$ cat config.mk
export PLATFORM = sky130hd
export DESIGN_NAME = jtopl_eg_seq
export DESIGN_NICKNAME = d
export VERILOG_FILES = /design/src/rtl/jtopl_eg_seq.sv
export SDC_FILE = /design/constraint.sdc
export NUM_CORES = 1
export LEC_CHECK = 0
export ABC_AREA = 1
export BUFFER_PORTS_ARGS = -buffer_cell sky130_fd_sc_hd__clkbuf_2
export CAP_MARGIN = 40
export CORE_UTILIZATION = 25
export DETAILED_ROUTE_END_ITERATION = 10
export GPL_TIMING_DRIVEN = 0
export PLACE_DENSITY = 0.42
export SLEW_MARGIN = 0
export SYNTH_ARGS = -nofsm -noshare
export SYNTH_HDL_FRONTEND = slang
export SYNTH_SLANG_ARGS = --single-unit
$ cat constraint.sdc
create_clock -name clk -period 11.4 [get_ports clk]
set_input_delay 1.14 -clock clk [delete_from_list [all_inputs] [get_ports clk]]
set_output_delay 1.14 -clock clk [all_outputs]
set_load 0.005 [all_outputs]
$ cat src/rtl/jtopl_eg_seq.sv
// Time-multiplexed ADSR envelope generator. One operator slot is serviced per
// cen cycle in round-robin order; per-slot state, attenuation and the last seen
// keyon are held internally. Step timing comes from a global envelope counter
// that advances once per full round of slots.
module jtopl_eg_seq #(
    parameter int unsigned  SLOTS = 18,
    parameter int unsigned  EGW   = 10,
    parameter int unsigned  CNTW  = 15,
    localparam int unsigned SW    = $clog2(SLOTS)
) (
    input  logic           clk,
    input  logic           rst_n,
    input  logic           cen,
    input  logic           keyon,
    input  logic [3:0]     ar,
    input  logic [3:0]     dr,
    input  logic [3:0]     rr,
    input  logic [3:0]     sl,
    input  logic [3:0]     ks,
    input  logic           eg_type,
    output logic [SW-1:0]  slot_out,
    output logic [EGW-1:0] eg_out,
    output logic [1:0]     state_out,
    output logic           zero
);

    localparam int unsigned EW1 = EGW + 1;
    localparam int unsigned SC  = EGW - 10;

    typedef enum logic [1:0] {
        StAtt = 2'd0,
        StDec = 2'd1,
        StSus = 2'd2,
        StRel = 2'd3
    } eg_state_e;

    logic [SW-1:0]   slot_q, slot_d;
    logic [CNTW-1:0] cnt_q, cnt_d;
    eg_state_e       state_q [SLOTS];
    logic [EGW-1:0]  eg_q [SLOTS];
    logic [SLOTS-1:0] kon_q;
    logic [EGW-1:0]  eg_out_q;
    eg_state_e       st_out_q;

    eg_state_e      cur_st, eff_st, next_st;
    logic [EGW-1:0] cur_eg, eg_new;
    logic           cur_kon, kon_on, kon_off;

    logic [3:0]      r_sel;
    logic [6:0]      rate_sum;
    logic [5:0]      rate;
    logic [3:0]      rate_h;
    logic [1:0]      rate_f;
    logic [3:0]      shift;
    logic [CNTW-1:0] cnt_mask;
    logic [2:0]      idx;
    logic [7:0]      pat;
    logic            upd, step;

    logic [3:0]     inc4;
    logic [2:0]     k;
    logic [EGW:0]   inc, sum, dec;
    logic           sl_hit;

    assign cur_st  = state_q[slot_q];
    assign cur_eg  = eg_q[slot_q];
    assign cur_kon = kon_q[slot_q];
    assign kon_on  = keyon & ~cur_kon;
    assign kon_off = ~keyon & cur_kon;
    // A keyon edge switches the state before this cycle's update is applied
    assign eff_st  = kon_on ? StAtt : (kon_off ? StRel : cur_st);

    // Slot pointer and the envelope counter that advances on round wrap
    always_comb begin
        slot_d = slot_q + 1'b1;
        cnt_d  = cnt_q;
        if (slot_q == SW'(SLOTS - 1)) begin
            slot_d = '0;
            cnt_d  = cnt_q + 1'b1;
        end
    end

    // Effective rate of the state being applied, key-scaled and capped at 63
    always_comb begin
        r_sel = rr;
        case (eff_st)
            StAtt:   r_sel = ar;
            StDec:   r_sel = dr;
            StSus:   r_sel = eg_type ? 4'd0 : rr;
            default: r_sel = rr;
        endcase
        rate_sum = {1'b0, r_sel, 2'b00} + {3'b000, ks};
        if (r_sel == 4'd0) begin
            rate = 6'd0;
        end else if (rate_sum > 7'd63) begin
            rate = 6'd63;
        end else begin
            rate = rate_sum[5:0];
        end
    end

    assign rate_h = rate[5:2];
    assign rate_f = rate[1:0];

    // Update gate from the envelope counter and the step pattern bit
    always_comb begin
        shift    = 4'd11 - rate_h;
        cnt_mask = (CNTW'(1) << shift) - CNTW'(1);
        upd      = 1'b0;
        idx      = cnt_q[2:0];
        if (rate == 6'd0) begin
            upd = 1'b0;
        end else if (rate_h >= 4'd12) begin
            upd = 1'b1;
        end else begin
            upd = ((cnt_q & cnt_mask) == '0);
            idx = 3'(cnt_q >> shift);
        end
        case (rate_f)
            2'd0:    pat = 8'b1010_1010;
            2'd1:    pat = 8'b1110_1010;
            2'd2:    pat = 8'b1110_1110;
            default: pat = 8'b1111_1110;
        endcase
        step = pat[idx];
    end

    // Attenuation update: attack shrinks towards 0, other states grow to all ones
    always_comb begin
        case (rate_h)
            4'd12:   inc4 = 4'd2;
            4'd13:   inc4 = 4'd4;
            4'd14:   inc4 = 4'd8;
            4'd15:   inc4 = 4'd15;
            default: inc4 = step ? 4'd2 : 4'd0;
        endcase
        inc = EW1'(inc4) << SC;
        sum = {1'b0, cur_eg} + inc;

        // Rates 60..62 in attack reuse the fastest non-instant divider
        if (rate_h <= 4'd11) begin
            k = 3'd4;
        end else begin
            case (rate_h)
                4'd12:   k = 3'd3;
                4'd13:   k = 3'd2;
                default: k = 3'd1;
            endcase
        end
        dec = ({1'b0, cur_eg} >> k) + EW1'(1);
        if (rate_h >= 4'd12 && step) begin
            dec = dec << 1;
        end

        eg_new = cur_eg;
        if (upd) begin
            if (eff_st == StAtt) begin
                if (rate == 6'd63) begin
                    eg_new = '0;
                end else if (rate_h >= 4'd12 || step) begin
                    eg_new = (dec > {1'b0, cur_eg}) ? '0 : cur_eg - dec[EGW-1:0];
                end
            end else begin
                eg_new = sum[EGW] ? '1 : sum[EGW-1:0];
            end
        end
    end

    // State transitions in priority order: key edges, attack done, sustain level
    always_comb begin
        sl_hit  = (sl == 4'hF) ? (&eg_new) : (eg_new[EGW-1 -: 4] >= sl);
        next_st = eff_st;
        if (!kon_on && !kon_off) begin
            if (cur_st == StAtt && eg_new == '0) begin
                next_st = StDec;
            end else if (cur_st == StDec && sl_hit) begin
                next_st = StSus;
            end
        end
    end

    // Slot pointer, counter, per-slot storage and registered outputs
    always_ff @(posedge clk or negedge rst_n) begin
        if (!rst_n) begin
            slot_q   <= '0;
            cnt_q    <= '0;
            kon_q    <= '0;
            eg_out_q <= '1;
            st_out_q <= StRel;
            for (int i = 0; i < int'(SLOTS); i++) begin
                state_q[i] <= StRel;
                eg_q[i]    <= '1;
            end
        end else if (cen) begin
            slot_q          <= slot_d;
            cnt_q           <= cnt_d;
            state_q[slot_q] <= next_st;
            eg_q[slot_q]    <= eg_new;
            kon_q[slot_q]   <= keyon;
            eg_out_q        <= eg_new;
            st_out_q        <= next_st;
        end
    end

    assign slot_out  = slot_q;
    assign eg_out    = eg_out_q;
    assign state_out = st_out_q;
    assign zero      = (slot_q == '0);

endmodule

-- After elaboration in Yosys (flattened, before gate mapping)
Index checks and enable logic that the tools add are counted.
Widths: inputs -> output; s select.
- output and inout port bits: 18
- logic and storage cells: 145
- flip-flop bits (word level): 266
- equality and inequality tests: 12
- bitwise gates (word level): 6
- add/subtract/negate cells: 8
- magnitude comparators: 10
- reductions and logical operators: 19
- muxes and demuxes: 46
- shift-type cells: 3
- operator list (operator ; number):
    $bwmux 180 ; 1
    $mux 10 ; 9
    $bmux 10 s5 ; 1
    $demux 10 s5 ; 1
    $bwmux 36 ; 1
    $pmux 7 s3 ; 1
    $eq 4x4->1 const B ; 5
    $bwmux 18 ; 1
    $mux 2 ; 9
    $pmux 4 s4 ; 1
    $add 15x1->15 const B ; 1
    $and 15x15->15 ; 1
    $logic_not 15->1 ; 1
    $shl 1x4->15 const A ; 1
    $shr 15x4->3 ; 1
    $sub 15x2->15 const B ; 1
    $mux 6 ; 2
    $pmux 4 s3 ; 1
    $add 10x4->11 ; 1
    $add 11x1->11 const B ; 1
    $gt 11x10->1 ; 1
    $mux 11 ; 1
    $shr 10x3->11 ; 1
    $bmux 2 s5 ; 1
    other kinds (39) ; 59

-- Depth between registers and ports, before layout
- depth in word-level cells: 33
- depth in mapped cells: 77
- gate-level depth less buffers: 68

-- Least setup slack after synthesis
OpenSTA, ideal clock, no wires.
- kind: register -> register
- start point: register slot_q[0], in the netlist slot_out[0]
- end point: register state_q[20] (netlist bit)
- setup slack: 1835 ps
- arrival time: 9504 ps
- required time: 11339 ps
- period minus slack after synthesis: 9565 ps
- cell stages (with the launch flop): 73
- path through: dfrtp_1 -> buf_4 -> inv_4 -> buf_4 -> clkbuf_1 -> clkbuf_1 -> clkbuf_1 -> buf_1 -> nor2_1 -> o22ai_1 -> nand2_1 -> nand3_1 -> a211oi_1 -> ha_1 -> inv_1 -> nand2_2 -> inv_2 -> nand2_1 -> [37 not listed] -> nand2_1 -> nand3_1 -> nand2_1 -> clkbuf_1 -> clkbuf_1 -> ha_1 -> inv_1 -> a21boi_0 -> o21ai_0 -> nand2_1 -> a211oi_1 -> nor3_1 -> nand2_1 -> nand2_1 -> nand2_4 -> buf_6 -> nand2_1 -> nand2_1
- word-level cells in the longest chain between the ends: 33
- elaborated cells between the ends (all ways): 85
- RTL lines (element ; line ; RTL):
    start: declaration ; 37 ; logic [SW-1:0] slot_q, slot_d;
    start signal: assignment ; 195 ; slot_q <= slot_d;
    $not 5->6 (not written as such) ; 65, 66, 197 ;
    $bmux 2 s5 ; 65 ; assign cur_st = state_q[slot_q];
    $mux 2 (not written as such) (2 in a row) ; 65 ;
    $mux 2 (2 in a row) ; 71 ; assign eff_st = kon_on ? StAtt : (kon_off ? StRel : cur_st);
    $eq 2x2->1, or another cell as far along ; 86 ; case (eff_st)
    $pmux 4 s3 ; 86 ;
    $add 6x4->7 ; 92 ; rate_sum = {1'b0, r_sel, 2'b00} + {3'b000, ks};
    $gt 7x6->1 ; 95 ; end else if (rate_sum > 7'd63) begin
    [15 not listed] ; n/a ;
    $mux 10 ; 156 ; if (upd) begin
    $ge 4x4->1 or $reduce_and 10->1 (tied branches) ; 171 ; sl_hit = (sl == 4'hF) ? (&eg_new) : (eg_new[EGW-1 -: 4] >= sl);
    $mux 1 ; 171 ;
    $logic_and 1x1->1 ; 176 ; end else if (cur_st == StDec && sl_hit) begin
    $mux 2 ; 176 ;
    $mux 2 ; 174 ; if (cur_st == StAtt && eg_new == '0) begin
    $mux 2 ; 173 ; if (!kon_on && !kon_off) begin
    $bwmux 36 (*) ; 197 ; state_q[slot_q] <= next_st;
    end signal: indexed assignment ; 191 ; state_q[i] <= StRel;
    end signal: indexed assignment ; 197 ;
    end: declaration ; 39 ; eg_state_e state_q [SLOTS];
Every way passes the cells marked *; elsewhere a longest branch is shown, timed or not. The select of a mux whose other input is x is not followed.
A chain may end at the register's enable or synchronous reset.

-- Final worst setup path
- start point: register slot_q[0], in the netlist slot_out[0]
- end point: register state_q[26] (netlist bit)
- word-level cells in the longest chain between the ends: 33
- elaborated cells between the ends (all ways): 85
- RTL lines (element ; line ; RTL):
    $not 5->6 (not written as such) ; 65, 66 ;
    $bmux 2 s5 ; 65 ;
    $mux 2 (not written as such) (2 in a row) ; 65 ;
    $mux 2 (2 in a row) ; 71 ;
    $eq 2x2->1, or another cell as far along ; 86 ;
    $pmux 4 s3 ; 86 ;
    $add 6x4->7 ; 92 ;
    $gt 7x6->1 ; 95 ;
    [16 not listed] ; n/a ;
    via eg_new[9] ; 46 ; logic [EGW-1:0] cur_eg, eg_new;
    $ge 4x4->1 or $reduce_and 10->1 (tied branches) ; 171 ;
    $mux 1 ; 171 ;
    $logic_and 1x1->1 ; 176 ;
    $mux 2 ; 176 ;
    $mux 2 (*) ; 174 ;
    $mux 2 (*) ; 173 ;
    $bwmux 36 (*) ; 197 ;
The timed path passes the listed nets; every way through them passes the cells marked *. The select of a mux whose other input is x is not followed.

==> results.py <==
metrics = {
    "status": {
        "status": "completed",
    },
    "global_routing": {
        "globalRouteTotalUtil_pct": 19.0,
        "grt_pass1_vias": 14265,
        "antenna_found_initial": 3,
        "grt_overflow": 0,
        "grt_pass1_wl_mm": 91.0,
        "grt_max_degree": 104,
    },
    "floorplanning": {
        "die_h_um": 254,
        "initial_core_util_pct": 25.5,
        "core_area_um2": 62200,
        "io_pins": 43,
        "die_w_um": 254,
        "fp-row-count": 91,
        "die-area_um2": 64500,
    },
    "drt": {
        "vias": 14572,
        "ant_nets": 0,
        "postRouteWirelength_mm": 60.1,
        "wire_per_inst_um": 19.8,
        "drt_iter0_drc": 1190,
        "route.detailed.drc": 0,
        "drt-pass1-iter-count": 5,
        "via_per_inst": 4.79,
    },
    "logic_synthesis": {
        "synthAdderAreaFrac_pct": 3.69,
        "synth-seq-cells": 266,
        "yosysUniqueCellTypes": 56,
        "synthFlopType": "dfstp_2",
        "synth_compound_area_share_pct": 16.0,
        "synth.net_count": 2163,
        "syn-cell-area_um2": 15900,
        "synth-simple-area-share_pct": 26.8,
        "synth_edf_count": 0,
        "ys_seq_area_share_pct": 43.8,
        "synth_xor_area_share_pct": 1.88,
        "syn_inst": 2093,
        "synthMuxAreaShare_pct": 0,
        "synth.avg_cell_area_um2": 7.58,
        "synth_top_family_by_area": "simple AND/OR/NAND/NOR gates",
        "async_reset_ff_share_pct": 100,
        "ys_warn_count": 0,
    },
    "clock_tree": {
        "insertion_delay_ns": 0.55,
        "htreeDepth": 2,
        "clk_pin_slew_worst_paths_ns": 0.06,
        "clock-sinks": 266,
        "cts_tree": "built",
        "cts_root_buf": "clkbuf_16",
        "cts_buffers": 34,
        "cts_hold_buffers": 0,
        "ctsLongestPathBuffers": 3,
    },
    "layout": {
        "regArea_um2": 6940,
        "antenna_cells": 0,
        "stdcell_area_um2": 18500,
        "final.fill_count": 6809,
        "drive_above_1_share_pct": 21.6,
        "multi_input_area_um2": 7760,
        "fin_nets": 2249,
        "synthToLayoutAreaGrowth_pct": 16.9,
        "final_core_util_pct": 29.8,
    },
    "sta": {
        "relSlewSlack_pct": 37.8,
        "skew_ns": 0.0174,
        "finalSetupTns_ns": 0,
        "whs_ns": 0.464,
        "final_hold_viol_count": 0,
        "rsz0062_at_grt": "false",
        "tightest_slew_ns": 0.930,
        "finalSetupViolCount": 0,
        "period_needed_ns": 10.55,
        "max_freq_mhz": 94.8,
        "slew_viol_final": 0,
        "finalCritPeriodShare_pct": 92.5,
    },
    "critical_path": {
        "crit_fanout": 22,
        "end_kind": "register",
        "reg2reg_from": "slot_out[0]",
        "cp_common_cell": "nand2_1",
        "worstSetupStartpointType": "register",
        "cpPeakStageDelay_ns": 0.46,
        "crit_type": "register to register",
        "arrival_ns": 11.03,
        "cp_data_required_time_ns": 11.88,
        "cpMaxStageDelayCell": "ha_2",
        "startpoint": "slot_out[0]",
    },
    "place": {
        "dp_hpwl_mm": 45.4,
        "placed_cell_area_um2": 17300,
        "io_buffers": 42,
        "place.gp.congestion": 0.861,
    },
    "min_path": {
        "hold_start": "state_q[32]",
        "hold_path_class": "register to register",
    },
    "run": {
        "maxCapViolations": 0,
    },
}
-- cells in the mapped netlist, types with 21 or more instances --
library cell / n / area, µm²
dfrtp_1: 38 / 951
nor2_1: 165 / 619
a21oi_1: 76 / 380
dfstp_2: 228 / 5990
o22ai_1: 33 / 206
nand2_1: 576 / 2160
inv_1: 167 / 627
clkbuf_1: 80 / 300
xor2_1: 30 / 263
nand2_2: 21 / 131
o21ai_0: 300 / 1500
ha_1: 42 / 526
nand3_1: 126 / 631
-- critical path, delay by kind of cell, from the launching register on --
kind                       cells  cell delay (ns)
and+or+nand+nor               26             3.18
DFF                            1             0.45
buffers and inverters         15             2.41
AOI/OAI and AO/OA             14             2.35
xor gates and xnor gates       1             0.18
adders and majority gates      6             1.86
-- final timing paths --
| path | to | slack [ns] | depth (start not counted) |
|---|---|---|---|
| worst max-delay path | state_q[26] | 0.85 | 62 |
| worst min-delay path | state_q[32] | 0.46 | 2 |
| worst max register to register | state_q[26] | 0.85 | 62 |
| worst min register to register | state_q[32] | 0.46 | 2 |
| max in group asynchronous | eg_q[109] | 9.82 | 2 |
| min in group asynchronous | kon_q[5] | 0.62 | 1 |
-- logic make-up after synthesis --
logic type | Yosys count
AOI/OAI and AO/OA | 473
xor gates and xnor gates | 34
adders and majority gates | 45
buffers and inverters | 299
DFF | 266
and+or+nand+nor | 976
-- metrics by stage --
step	setup WS, ns	instances
finish	0.850	3042
detailed placement	-2.41	2983
CTS	0.00359	3037
global placement	-2.73	2972
floorplan	1.84	2093
global route	0.0137	3042
-- per-layer routing --
layer | wire [µm] | vias to the layer above | track usage [%]
li1 | - | 7024 | -
met1 | 29000 | 7070 | 27.1
met2 | 26200 | 384 | 29.0
met3 | 3140 | 90 | 2.94
met4 | 1780 | 4 | 6.71
met5 | 20 | - | 0
-- flip-flops by register name (all words and copies together), names as in the netlist --
signal / flops
eg_q: 180
state_q: 36
kon_q: 18
cnt_q: 15
eg_out: 10
slot_out: 5
state_out: 2
-- cells in the final DEF (no fill, tap or decap), types with 4 or more instances in the layout --
cell type	count
clkbuf_8	6
nor3_1	18
nand4_1	14
buf_2	14
xor2_1	30
nand3_1	126
o21ai_1	20
xnor2_1	4
nand3_2	9
clkinv_1	4
inv_2	11
a21oi_1	76
dfstp_2	228
clkinv_2	7
o21ai_0	299
a31oi_1	11
clkbuf_16	34
buf_4	16
nor2_4	5
nor2_2	12
dfrtp_1	37
buf_6	16
ha_1	40
clkbuf_1	72
nand3b_1	4
clkbuf_2	44
nand2_4	9
a211oi_1	8
nand3_4	4
nand2_1	575
inv_1	166
nand2_2	22
nor2_1	164
o22ai_1	33
or2_2	4
-- cell type report --
type	count	area share (%)
repair buffers	60	2.20
flip-flops and latches	266	37.4
clock inverters	15	0.938
clock buffers	47	5.12
plain buffers	104	3.04
well taps	837	5.65
multi-input cells	1529	41.8
inverters	184	3.78
-- what timing repair did --
action,in CTS,in global routing
setup endpoints to repair,227,38
resized for setup,30,27
gates cloned,0,1
pin swaps,0,6
buffers inserted,0,7
Power is not shown: default switching activity piles up to over one toggle a cycle in this logic, so the estimate is an artifact.
